File: src/rtl/sobel_window_gen.sv
// 3x3 window generator feeding the sobel edge unit: two line buffers, window shift, request/response handshake.
// Optional ISSUE timeout with sticky sobel_err is enabled by defining SOBEL_WIN_TIMEOUT_EN.
module sobel_window_gen #(
  parameter int IMG_WIDTH = 16,
  parameter int PIX_W     = 8
) (
  input  logic                       clk,
  input  logic                       rst,
  input  logic [PIX_W-1:0]           pixel_in,
  input  logic                       pixel_valid,
  input  logic                       frame_start,
  output logic                       pixel_ready,
  output logic                       sobel_en,
  output logic [2:0][2:0][PIX_W-1:0] comp_matrix,
  input  logic                       sobel_done,
  input  logic                       output_pixel,
  output logic                       edge_valid,
  output logic                       edge_pixel
`ifdef SOBEL_WIN_TIMEOUT_EN
  ,
  output logic                       sobel_err
`endif
);
  localparam int CW = $clog2(IMG_WIDTH);
  localparam logic [0:0] RUN   = 1'b0;
  localparam logic [0:0] ISSUE = 1'b1;

  logic [0:0]                      r_state;
  logic [IMG_WIDTH-1:0][PIX_W-1:0] r_lb0, r_lb1;
  logic [2:0][2:0][PIX_W-1:0]      r_win;
  logic [CW-1:0]                   r_col;
  logic [1:0]                      r_rows;
  logic                            r_edge_valid, r_edge_pixel;
`ifdef SOBEL_WIN_TIMEOUT_EN
  logic [3:0]                      r_tmo;
  logic                            r_err;
`endif

  logic          w_accept, w_last, w_complete;
  logic [CW-1:0] w_col_eff, w_col_nxt;
  logic [1:0]    w_rows_eff, w_rows_nxt;

  // frame_start re-bases the accepted pixel to (row 0, col 0) before any decision
  always_comb begin
    w_accept   = pixel_valid && (r_state == RUN);
    w_col_eff  = frame_start ? '0 : r_col;
    w_rows_eff = frame_start ? 2'd0 : r_rows;
    w_last     = (w_col_eff == CW'(IMG_WIDTH - 1));
    w_col_nxt  = w_last ? '0 : w_col_eff + CW'(1);
    w_rows_nxt = (w_last && (w_rows_eff != 2'd2)) ? w_rows_eff + 2'd1 : w_rows_eff;
    w_complete = (w_rows_eff == 2'd2) && (w_col_eff >= CW'(2));
  end

  always_ff @(posedge clk) begin
    if (rst) begin
      r_state      <= RUN;
      r_lb0        <= '0;
      r_lb1        <= '0;
      r_win        <= '0;
      r_col        <= '0;
      r_rows       <= '0;
      r_edge_valid <= 1'b0;
      r_edge_pixel <= 1'b0;
`ifdef SOBEL_WIN_TIMEOUT_EN
      r_tmo        <= '0;
      r_err        <= 1'b0;
`endif
    end else begin
      r_edge_valid <= 1'b0;
      if (w_accept) begin
        r_lb0 <= {r_lb0[IMG_WIDTH-2:0], pixel_in};
        r_lb1 <= {r_lb1[IMG_WIDTH-2:0], r_lb0[IMG_WIDTH-1]};
        for (int r = 0; r < 3; r++) begin
          r_win[r][0] <= r_win[r][1];
          r_win[r][1] <= r_win[r][2];
        end
        r_win[0][2] <= r_lb1[IMG_WIDTH-1];
        r_win[1][2] <= r_lb0[IMG_WIDTH-1];
        r_win[2][2] <= pixel_in;
        r_col       <= w_col_nxt;
        r_rows      <= w_rows_nxt;
        if (w_complete) r_state <= ISSUE;
`ifdef SOBEL_WIN_TIMEOUT_EN
        r_tmo <= '0;
        if (frame_start) r_err <= 1'b0;
`endif
      end else if (r_state == ISSUE) begin
        if (sobel_done) begin
          r_edge_pixel <= output_pixel;
          r_edge_valid <= 1'b1;
          r_state      <= RUN;
        end
`ifdef SOBEL_WIN_TIMEOUT_EN
        else if (r_tmo == 4'hF) begin
          r_state <= RUN;
          r_err   <= 1'b1;
        end else begin
          r_tmo <= r_tmo + 4'd1;
        end
`else
        // without the timeout, ISSUE waits for sobel_done indefinitely
`endif
      end
    end
  end

  assign pixel_ready = (r_state == RUN);
  assign sobel_en    = (r_state == ISSUE);
  assign comp_matrix = r_win;
  assign edge_valid  = r_edge_valid;
  assign edge_pixel  = r_edge_pixel;
`ifdef SOBEL_WIN_TIMEOUT_EN
  assign sobel_err   = r_err;
`endif

endmodule

File: config.mk
export PLATFORM = sky130hd
export DESIGN_NAME = sobel_window_gen
export DESIGN_NICKNAME = d
export VERILOG_FILES = /design/src/rtl/sobel_window_gen.sv
export SDC_FILE = /design/constraint.sdc
export NUM_CORES = 1
export LEC_CHECK = 0
export BUFFER_PORTS_ARGS = -buffer_cell sky130_fd_sc_hd__buf_2
export CORE_AREA = 5 5 151 153
export CTS_CLUSTER_DIAMETER = 120
export DETAILED_ROUTE_END_ITERATION = 6
export DIE_AREA = 0 0 156 158
export GPL_TIMING_DRIVEN = 0
export PLACE_DENSITY = 0.74
export SYNTH_ARGS = -nofsm -noshare
export SYNTH_HDL_FRONTEND = slang
export SYNTH_SLANG_ARGS = --single-unit
File: constraint.sdc
create_clock -name clk -period 1.27 [get_ports clk]
set_input_delay 0.127 -clock clk [delete_from_list [all_inputs] [get_ports clk]]
set_output_delay 0.127 -clock clk [all_outputs]
set_load 0.01 [all_outputs]
; ---- Word level (Yosys, flattened, before mapping)
; Index checks and enable logic that the tools add are counted.
; Widths: inputs -> output; s select.
[word_totals]
reg_bits = 289
wordCells = 63
[classes]
add_sub_neg = 2
magnitude_cmp = 1
bitwise_logic = 2
reduce_logical = 5
eq_ne = 4
n_mux = 9
[op_table]
columns = op, n
row1 = $mux 4, 2
row2 = $mux 1, 5
row3 = $add 4x1->4 const B, 1
row4 = $eq 4x4->1 const B, 1
row5 = $ge 4x2->1 const B, 1
row6 = $mux 2, 2
row7 = $logic_and 1x1->1, 3
row8 = $reduce_and 3->1, 1
row9 = $reduce_or 3->1, 1
row10 = $add 2x1->2 const B, 1
row11 = $eq 2x2->1 const B, 1
row12 = $ne 2x1->1 const B, 1
row13 = $ne 2x2->1 const B, 1
row14 = $not 1->1, 2

; ---- Logic depth before layout (Yosys ltp)
; Gate-level depths: netlist of the first run.
[logic_depth]
ltp_word = 5
depth_mapped = 6
depth_no_buf = 5

; ---- Worst setup path before layout of the first run
; No wires, ideal clock.
[synth_path]
path_kind = reg2reg
startpoint = register r_state, in the netlist sobel_en
endpoint = register r_col[2]
setup_slack_ps = -40
arrival_ps = 1240
path_stages_with_launch = 5
setup_ps = 70
path_buffers = 1
period_less_slack_ps = 1310
required_ps = 1200
cell_sequence = dfxtp_1 -> nand2b_1 -> buf_2 -> or4_1 -> a21oi_1
[synth_via]
elab_chain_cells = 2
[synth_lines]
columns = element, line_no
row1 = start: declaration, 28  ; logic [0:0] r_state;
row2 = start signal: assignment, 56  ; r_state <= RUN;
row3 = start signal: assignment, 82  ; if (w_complete) r_state <= ISSUE;
row4 = start signal: assignment, 91  ; r_state <= RUN;
row5 = $not 1->1 (no source line), --
row6 = $logic_and 1x1->1, 45  ; w_accept = pixel_valid && (r_state == RUN);
row7 = end signal: assignment, 80  ; r_col <= w_col_nxt;
row8 = end: declaration, 31  ; logic [CW-1:0] r_col;
; No other way between the ends.
; A chain may end at the register's enable or synchronous reset.

; ---- Worst setup path in the final report of the first run
[layout_path]
startpoint = register r_state, in the netlist sobel_en
endpoint = register r_lb1[115] (netlist name)
[layout_via]
elab_chain_cells = 2
[layout_lines]
columns = element, line_no
row1 = $not 1->1 (no source line), --
row2 = $logic_and 1x1->1, 45
row3 = end signal: assignment, 72  ; r_lb1 <= {r_lb1[IMG_WIDTH-2:0], r_lb0[IMG_WIDTH-1]};
row4 = end: declaration, 29  ; logic [IMG_WIDTH-1:0][PIX_W-1:0] r_lb0, r_lb1;
; No other way between the ends.

==> results of run 1 <==
[area by class of cell]
type | instances | area share, %
inverters | 1 | 0.0268
clock inverters | 15 | 1.34
repair buffers | 134 | 8.43
multi-input cells | 879 | 31.1
clock buffers | 37 | 5.89
flip-flops and latches | 289 | 41.6
plain buffers | 142 | 9.09
well taps | 280 | 2.50
[repair_timing]
action / 4_1_cts / 5_1_grt
endpoints found under the hold margin: 14 / 0
resized for setup: 137 / 230
setup endpoints to repair: 313 / 326
hold buffers: 12 / 0
buffers inserted: 12 / 1
gates cloned: 1 / 21
pin swaps: 3 / 78
[power breakdown]
part	internal (W)	leakage [nW]	switching, W
combinational	0.000506	2.29	0.000677
clock	0.00539	0.501	0.00349
sequential	0.00909	2.34	0.0000297
[layer usage]
metal  track usage, %  share of wire (%)
met4             5.13                2.4
met3             3.42                5.2
met2             31.2                 50
met1             23.3                 42
met5                0                  0
[path summary, 6_finish.rpt]
path                                   end       from  cells past startpoint
worst max-delay path            r_lb1[115]   sobel_en                      6
worst min-delay path             r_lb0[77]        rst                      2
worst max register to register  r_lb1[115]   sobel_en                      6
worst min register to register   r_lb0[87]  r_lb0[79]                      2
[per-stage QoR]
stage	hold WS, ns	instances	TNS, ns	instance area, µm²	utilization [%]
global placement	0.368	1681	-49.29	11200	52.2
CTS	0.00127	1756	-0.0868	12800	59.6
global route	0.0608	1777	-22.47	14000	65.4
floorplan	0.263	1313	0	10400	-
finish	0.0412	1777	-11.17	14000	65.4
detailed placement	0.376	1681	-59.24	11200	52.2
[logic make-up (layout without fill, tap and decap cells)]
kind of cell / Yosys count / after routing / synth area share (%)
AND/OR/NAND/NOR: 582 / 582 / 21.5
AO/OA/AOI/OAI: 296 / 296 / 14.5
flip-flops: 289 / 289 / 55.7
buffers and inverters: 145 / 329 / 8.23
adder cells (fa/ha/maj): 1 / 1 / 0.121
[registers in the layout (all words and copies together) (netlist names)]
name / cells
comp_matrix: 72
edge_pixel: 1
edge_valid: 1
r_col: 4
r_lb0: 104
r_lb1: 104
r_rows: 2
sobel_en: 1
[layout by cell type, fill, tap and decap left out, types with 9 or more instances in the layout]
| master | synthesis | layout |
|---|---|---|
| a21oi_1 | 286 | 183 |
| nand2_4 | 0 | 11 |
| buf_4 | 52 | 66 |
| clkbuf_16 | 0 | 48 |
| buf_6 | 10 | 13 |
| clkbuf_1 | 50 | 32 |
| dfxtp_2 | 0 | 27 |
| nand2_2 | 0 | 32 |
| clkbuf_4 | 0 | 9 |
| a21oi_2 | 0 | 103 |
| buf_8 | 0 | 31 |
| dlygate4sd3_1 | 0 | 11 |
| buf_2 | 32 | 86 |
| nand2_1 | 564 | 521 |
| dfxtp_1 | 289 | 259 |
==> flow_summary.yaml, run 1 <==
outcome:
  outcome: "complete, but fails checks"
  violations: "setup timing"
global_route:
  grt_antenna_before_repair: 0
  grt_max_degree: 16
  grt-ovfl-total: 0
  grt_usage_pct: 18.1
  grt_pass1_vias: 8263
  grt_pass1_wl_mm: 38.0
cells_and_area:
  syn_to_final_growth_pct: 35.0
  n_fill_cell: 1638
  seq_area_um2: 5830
  nets: 1490
  diodes: 0
  multi_input_comb_area_um2: 4360
  post_route_cells_drive_above_1_share_pct: 31.3
timing:
  finalSetupViolCount: 275
  worst_pin_slew_ns: 0.694
  period_share_pct: 109
  slew_violations: 0
  rsz0062_at_grt: "true"
  fin_ws_ns: -0.112
  skew_ns: 0.0140
  max_clock_freq_mhz: 724
  period_minus_slack_ns: 1.38
  slew_headroom_pct: 53.7
  finalHoldViolCount: 0
clock_network:
  clock_sinks: 289
  clk_pin_slew_ns: 0.06
  htree_levels: 1
  clk_path_buf_depth: 3
  clk_latency_ns: 0.53
  cts_root_buffer: "clkbuf_16"
  cts_buffers: 28
  cts_tree: "done"
run:
  maxCapViolations: 0
logic_synthesis:
  synth_top_cell_area_share_pct: 55.7
  synth.most_common_cell: "nand2_1"
  synth_seq_cells: 289
  synthTopCellsByArea: "dfxtp_1 56%, nand2_1 20%, a21oi_1 14%, buf_4 3.8%, clkbuf_1 1.8%"
  ys_types: 24
  syn_avg_cell_area_um2: 7.91
  synthesis.area_um2: 10400
  yosysTopAreaCell: "dfxtp_1"
  seq_area_frac_synth_pct: 55.7
  yosysWarnings: 0
  synth_edf_count: 0
  async_reset_ff_share_pct: 0
  syn_inst: 1313
  synthFlopType: "dfxtp_1"
  synth_nets: 1328
  netlist_top_cells_count: "564 x nand2_1, 289 x dfxtp_1, 286 x a21oi_1"
worst_setup_path:
  cp-start-kind: "register"
  cp-end-kind: "register"
  crit_arrival_ns: 1.84
  critPathRequiredTime_ns: 1.73
  rrSetupSlack_ns: -0.11
  worstSetupPathType: "reg -> reg"
  cp_cell_sequence: "nand2b_4 -> buf_12 -> clkbuf_16 -> buf_8 -> nand2_1 -> a21oi_2"
  path_buf_inv: 3
  slowest_stage: "dfxtp_4"
  cp_max_fo: 10
  slowest_delay_ns: 0.42
  critPathTopFamily: "buffers and inverters"
floorplan:
  die_area_um2: 24600
  ioPinCount: 90
  die_height_um: 158
  core_um2: 21400
  initial_core_util_pct: 48.5
  die_w_um: 156
  rows: 54
power:
  cellPowerDensity_nw_per_um2: 1370
  leakage_nw: 5.14
  ir_worst_vdd_mv: 1.16
  power_w: 0.0192
placement:
  place.port_buffers: 88
  gp_congestion: 0.832
  pre_cts_ws_ns: -0.338
  place_hpwl_mm: 14.8
detailed_routing:
  first_iter_violations: 417
  firstDrtPassIters: 4
  wire_per_inst_um: 14.7
  drcViolationCount: 0
  drt_wl_total_mm: 26.1
  ant_nets: 0
  viasPerCell: 5.13
  vias: 9119
hold_path:
  hold_class: "in -> reg"
(Power assumes the default switching activity.)
==> run 2, diff against run 1 <==
--- a/config.mk
+++ b/config.mk
@@ -12,6 +12,8 @@
 export DIE_AREA = 0 0 156 158
 export GPL_TIMING_DRIVEN = 0
 export PLACE_DENSITY = 0.74
+export REMOVE_ABC_BUFFERS = 1
+export SETUP_SLACK_MARGIN = 0.5
 export SYNTH_ARGS = -nofsm -noshare
 export SYNTH_HDL_FRONTEND = slang
 export SYNTH_SLANG_ARGS = --single-unit
==> run 2 against run 1 <==
Compared with the run above: combinational power rose by 10%; first-iteration DRC count increased by 36%; critical endpoint is now r_lb1[78]; critical path depth up 1; highest routed layer unchanged; register-to-register slack about the same; final area shrank 3.7%; utilization shrank 2.4 points; clock-buffer cell count is 12 higher; the run still ends with setup timing left; clock power is 4.1% lower; critical path type unchanged.
==> flow_summary.yaml, run 2 (synthesized netlist as in run 1, its figures left out) <==
outcome:
  outcome: "complete, but fails checks"
  violations: "setup timing"
worst_setup_path:
  cp-end-kind: "register"
  timing.rr.start: "sobel_en"
  ff2ff_path_depth: 7
  rr_endpoint: "r_lb1[78]"
  cp-start-kind: "register"
  worstSetupPathType: "reg -> reg"
  critPathRequiredTime_ns: 1.73
  crit_arrival_ns: 1.85
  cp_max_fo: 6
  cp-startpoint: "sobel_en"
  rrSetupSlack_ns: -0.12
global_route:
  top_usage_layer: "met2"
  grt_antenna_before_repair: 0
  met3_usage_pct: 3.53
  grt_usage_pct: 17.0
  grt_pass1_vias: 7447
  met1_usage_pct: 21.9
  grt_max_degree: 165
  grt-ovfl-total: 0
  grt_pass1_wl_mm: 35.8
  met2_usage_pct: 28.9
cells_and_area:
  layout_common_cells: "530 x nand2_1, 285 x dfxtp_1, 262 x a21oi_1"
  n_fill_cell: 1703
  diodes: 0
  final_util_pct: 63.0
  final_common_cell: "nand2_1"
  post_route_cells_drive_above_1_share_pct: 21.1
  design_area_um2: 13500
  syn_to_final_growth_pct: 30.0
  nets: 1403
floorplan:
  die_w_um: 156
  die_area_um2: 24600
  die_height_um: 158
  initial_core_util_pct: 48.5
  core_um2: 21400
  ioPinCount: 90
  rows: 54
detailed_routing:
  drcViolationCount: 0
  firstDrtPassIters: 5
  vias: 8558
  wire_per_inst_um: 14.7
  viasPerCell: 5.06
  ant_nets: 0
  first_iter_violations: 568
  drt_wl_total_mm: 24.8
power:
  power_w: 0.0189
  leakage_nw: 4.91
  ir_worst_vdd_mv: 1.09
  cellPowerDensity_nw_per_um2: 1400
clock_network:
  clk_path_buf_depth: 3
  clk_latency_ns: 0.54
  cts_tree: "done"
  cts_buffers: 30
  clock_sinks: 289
  cts_root_buffer: "clkbuf_16"
  clk_pin_slew_ns: 0.06
  htree_levels: 1
timing:
  max_clock_freq_mhz: 719
  slew_headroom_pct: 47.3
  skew_ns: 0.00569
  slew_violations: 0
  worst_pin_slew_ns: 0.790
  rsz0062_at_grt: "true"
  finalSetupViolCount: 206
  fin_ws_ns: -0.121
  finalHoldViolCount: 0
  period_minus_slack_ns: 1.39
  period_share_pct: 109
hold_path:
  hold_path_depth: 2
  min_from: "rst"
  holdPathEnd: "r_lb0[52]"
  hold_class: "in -> reg"
placement:
  pre_cts_ws_ns: -0.936
  place_hpwl_mm: 9.82
  place.port_buffers: 89
  gp_congestion: 0.723
  placed_area_um2: 10600
run:
  maxCapViolations: 0
## run 2: cell count changes in the layout (fill, tap and decap cells not counted), sizes merged
| cell | change |
|---|---|
| buf | -48 |
| bufbuf | +1 |
| bufinv | -4 |
| clkbuf | -30 |
| clkinv | -5 |
| clkinvlp | -2 |
| dlygate4sd3 | -1 |
| dlymetal6s4s | -1 |
| inv | +1 |
| nand2b | +2 |
## run 2: worst max-delay path, cell delays in order, from the launching register on
cell and delay [ns]:
dfxtp_4 0.37, nor2b_4 0.17, buf_12 0.14, buf_16 0.13, clkbuf_16 0.16, clkbuf_16 0.15, nand2_1 0.05, a21oi_1 0.12
## run 2: area by class of cell
| cell class | instances | area (µm²) | share of cell area, % |
|---|---|---|---|
| clock buffers | 49 | 953 | 7.06 |
| clock inverters | 5 | 28.8 | 0.213 |
| inverters | 1 | 3.75 | 0.0278 |
| multi-input cells | 881 | 4070 | 30.2 |
| flip-flops and latches | 289 | 5790 | 42.9 |
| well taps | 280 | 350 | 2.60 |
| repair buffers | 185 | 2300 | 17.0 |
## run 2: per-layer routing
layer,part of all wire [%],vias to the layer above
li1,-,4351
met2,49,187
met1,44,3976
met5,0,-
met4,2.3,0
met3,4.9,44
## run 2: worst max-delay path by stage
stage | end | slack, ns | cells after the start
CTS | r_col[2] | -0.10 | 4
detailed placement | r_lb1[115] | -0.94 | 5
finish | r_lb1[78] | -0.12 | 7
global route | r_lb1[78] | -0.17 | 7
floorplan | comp_matrix[0] | -8.45 | 3
global placement | comp_matrix[31] | -14.22 | 3
## run 2: what timing repair did
action / in CTS / in global routing
gates resized for setup: 48 / 87
hold buffers: 10 / 0
gates cloned: 19 / 27
endpoints found under the setup margin: 365 / 365
setup buffers: 18 / 13
endpoints found under the hold margin: 12 / 0
pin swaps: 9 / 26
## run 2: where the power goes
group	internal [W]	switching (W)
logic	0.000596	0.000700
clock network	0.00508	0.00343
registers	0.00910	0.0000269
## run 2: per-stage QoR
stage / TNS [ns] / hold WS [ns] / std cells
3_3_place_gp: -3695.27 / 0.368 / 1538
2_1_floorplan: -2398.34 / 0.196 / 1169
6_report: -7.59 / 0.0601 / 1690
5_1_grt: -22.27 / 0.0639 / 1690
4_1_cts: -8.31 / -0.0240 / 1650
3_5_place_dp: -173.56 / 0.374 / 1549
==> run 3, diff against run 2 <==
--- a/config.mk
+++ b/config.mk
@@ -11,6 +11,7 @@
 export DETAILED_ROUTE_END_ITERATION = 6
 export DIE_AREA = 0 0 156 158
 export GPL_TIMING_DRIVEN = 0
+export MAX_ROUTING_LAYER = met4
 export PLACE_DENSITY = 0.74
 export REMOVE_ABC_BUFFERS = 1
 export SETUP_SLACK_MARGIN = 0.5
==> run 3 against run 2 <==
Compared with the run above: the run still ends with setup timing left; cell count rose by 0.36%; die area stayed put; clock skew up 0.0015 ns; first-iteration DRC count up 1.4%; utilization rose by 0.79 points; critical path depth stayed put; non-clock buffer count rose by 6; sequential power about the same; routed wire length increased by 2.0%; combinational power grew 4%; fmax down 0.13%; critical endpoint unchanged; largest power group unchanged.
==> flow_summary.yaml, run 3 (synthesized netlist as in run 1, its figures left out) <==
timing:
  hold_ws_ns: 0.0568
  skew_ns: 0.00715
  period_share_pct: 110
  setup_tns_ns: -7.66
  worst_pin_slew_ns: 0.808
  fin_ws_ns: -0.122
  slew_violations: 0
  max_clock_freq_mhz: 718
  rsz0062_at_grt: "true"
  slew_headroom_pct: 46.1
  finalSetupViolCount: 202
  finalHoldViolCount: 0
  period_minus_slack_ns: 1.39
floorplan:
  die_height_um: 158
  core_um2: 21400
  rows: 54
  die_w_um: 156
  initial_core_util_pct: 48.5
  ioPinCount: 90
  die_area_um2: 24600
global_route:
  grt_pass1_wl_mm: 35.8
  grt_pass1_vias: 7440
  grt_max_degree: 165
  grt_antenna_before_repair: 0
  grt_usage_pct: 17.5
  grt-ovfl-total: 0
cells_and_area:
  final_util_pct: 63.8
  layout_common_cells: "519 x nand2_1, 285 x dfxtp_1, 260 x a21oi_1"
  syn_to_final_growth_pct: 31.7
  post_route_cells_drive_above_1_share_pct: 22.4
  nets: 1409
  diodes: 0
  design_area_um2: 13700
  final_common_cell: "nand2_1"
power:
  switching_share_pct: 22.1
  ir_worst_vdd_mv: 1.09
  p_int_w: 0.0148
  power.switching_w: 0.00419
  clkPwrFrac_pct: 44.9
  p_comb_share_pct: 7.1
  seq_power_share_pct: 48.0
  leakage_nw: 5.01
  power_w: 0.0190
  cellPowerDensity_nw_per_um2: 1390
placement:
  place_hpwl_mm: 9.82
  placed_area_um2: 10600
  gp_congestion: 0.732
  place.port_buffers: 89
detailed_routing:
  wire_per_inst_um: 14.9
  firstDrtPassIters: 4
  drcViolationCount: 0
  first_iter_violations: 576
  viasPerCell: 5.08
  drt_wl_total_mm: 25.3
  vias: 8620
  ant_nets: 0
clock_network:
  clk_latency_ns: 0.54
  cts_buffers: 30
  htree_levels: 1
  cts_tree: "done"
  cts_root_buffer: "clkbuf_16"
  clk_path_buf_depth: 3
  clk_pin_slew_ns: 0.06
  clock_sinks: 289
worst_setup_path:
  worstSetupPathType: "reg -> reg"
  crit_arrival_ns: 1.85
  cp-end-kind: "register"
  critPathRequiredTime_ns: 1.73
  cp-start-kind: "register"
  cp_max_fo: 6
  timing.rr.start: "sobel_en"
  rr_endpoint: "r_lb1[78]"
  ff2ff_path_depth: 7
  rrSetupSlack_ns: -0.12
hold_path:
  hold_path_depth: 2
  holdPathEnd: "r_lb0[52]"
  min_from: "rst"
  hold_class: "in -> reg"
run:
  maxCapViolations: 0
outcome:
  outcome: "complete, but fails checks"
  violations: "setup timing"
-- run 3: cell count changes in the layout (fill, tap and decap cells not counted), moves of 2 or more --
cell	previous run	this run
buf_8	7	9
buf_6	8	10
a21oi_2	24	26
nand2_2	26	34
clkbuf_16	51	54
a21oi_1	262	260
nand2_1	530	519
nand2_4	8	11
-- run 3: how the worst max path moves through the flow --
stage / from / end / cells past startpoint
detailed placement: sobel_en / r_lb1[115] / 5
floorplan: sobel_en / comp_matrix[0] / 3
CTS: sobel_en / r_col[2] / 4
global placement: sobel_en / comp_matrix[31] / 3
global route: sobel_en / r_lb1[78] / 7
finish: sobel_en / r_lb1[78] / 7
-- run 3: metrics by stage --
step / setup WS, ns / instances
6_report: -0.122 / 1696
3_3_place_gp: -14.22 / 1538
5_1_grt: -0.177 / 1696
4_1_cts: -0.103 / 1650
3_5_place_dp: -0.936 / 1549
2_1_floorplan: -8.45 / 1169
-- run 3: routing by layer --
layer | vias up | wire length (µm) | part of all wire, % | global-route usage [%]
met2 | 195 | 12400 | 49 | 28.9
li1 | 4363 | - | - | -
met5 | - | 0 | 0 | -
met4 | 0 | 601 | 2.4 | 4.92
met1 | 4012 | 11200 | 44 | 22.2
met3 | 50 | 1180 | 4.6 | 3.17
-- run 3: timing repair --
| action | CTS | global route |
|---|---|---|
| cloned | 19 | 32 |
| hold buffers | 10 | 0 |
| pin swaps | 9 | 36 |
| buffers inserted | 18 | 14 |
| endpoints found under the hold margin | 12 | 0 |
| gates resized for setup | 48 | 108 |
| setup endpoints to repair | 365 | 365 |
-- run 3: area by class of cell --
| cell class | count | area [µm²] |
|---|---|---|
| well taps | 280 | 350 |
| inverters | 1 | 3.75 |
| clock inverters | 5 | 28.8 |
| repair buffers | 191 | 2420 |
| fillers | 1682 | 7750 |
| flip-flops and latches | 289 | 5790 |
| multi-input cells | 881 | 4120 |
| clock buffers | 49 | 953 |
-- run 3: critical path, stage by stage (launching register included) --
cell       delay, ns
dfxtp_4         0.37
nor2b_4         0.17
buf_12          0.14
buf_16          0.13
clkbuf_16       0.16
clkbuf_16       0.15
nand2_1         0.05
a21oi_1         0.13
-- run 3: power groups by stage --
stage / Clock (W) / Combinational, W / Sequential (W)
final: 0.00853 / 0.00135 / 0.00912
after global routing: 0.00913 / 0.00142 / 0.00912
after CTS: 0.00870 / 0.000974 / 0.00912
after detailed placement: 0 / 0.000614 / 0.00932
after global placement: 0 / 0.000529 / 0.00932
after floorplan: 0 / 0.000229 / 0.00933
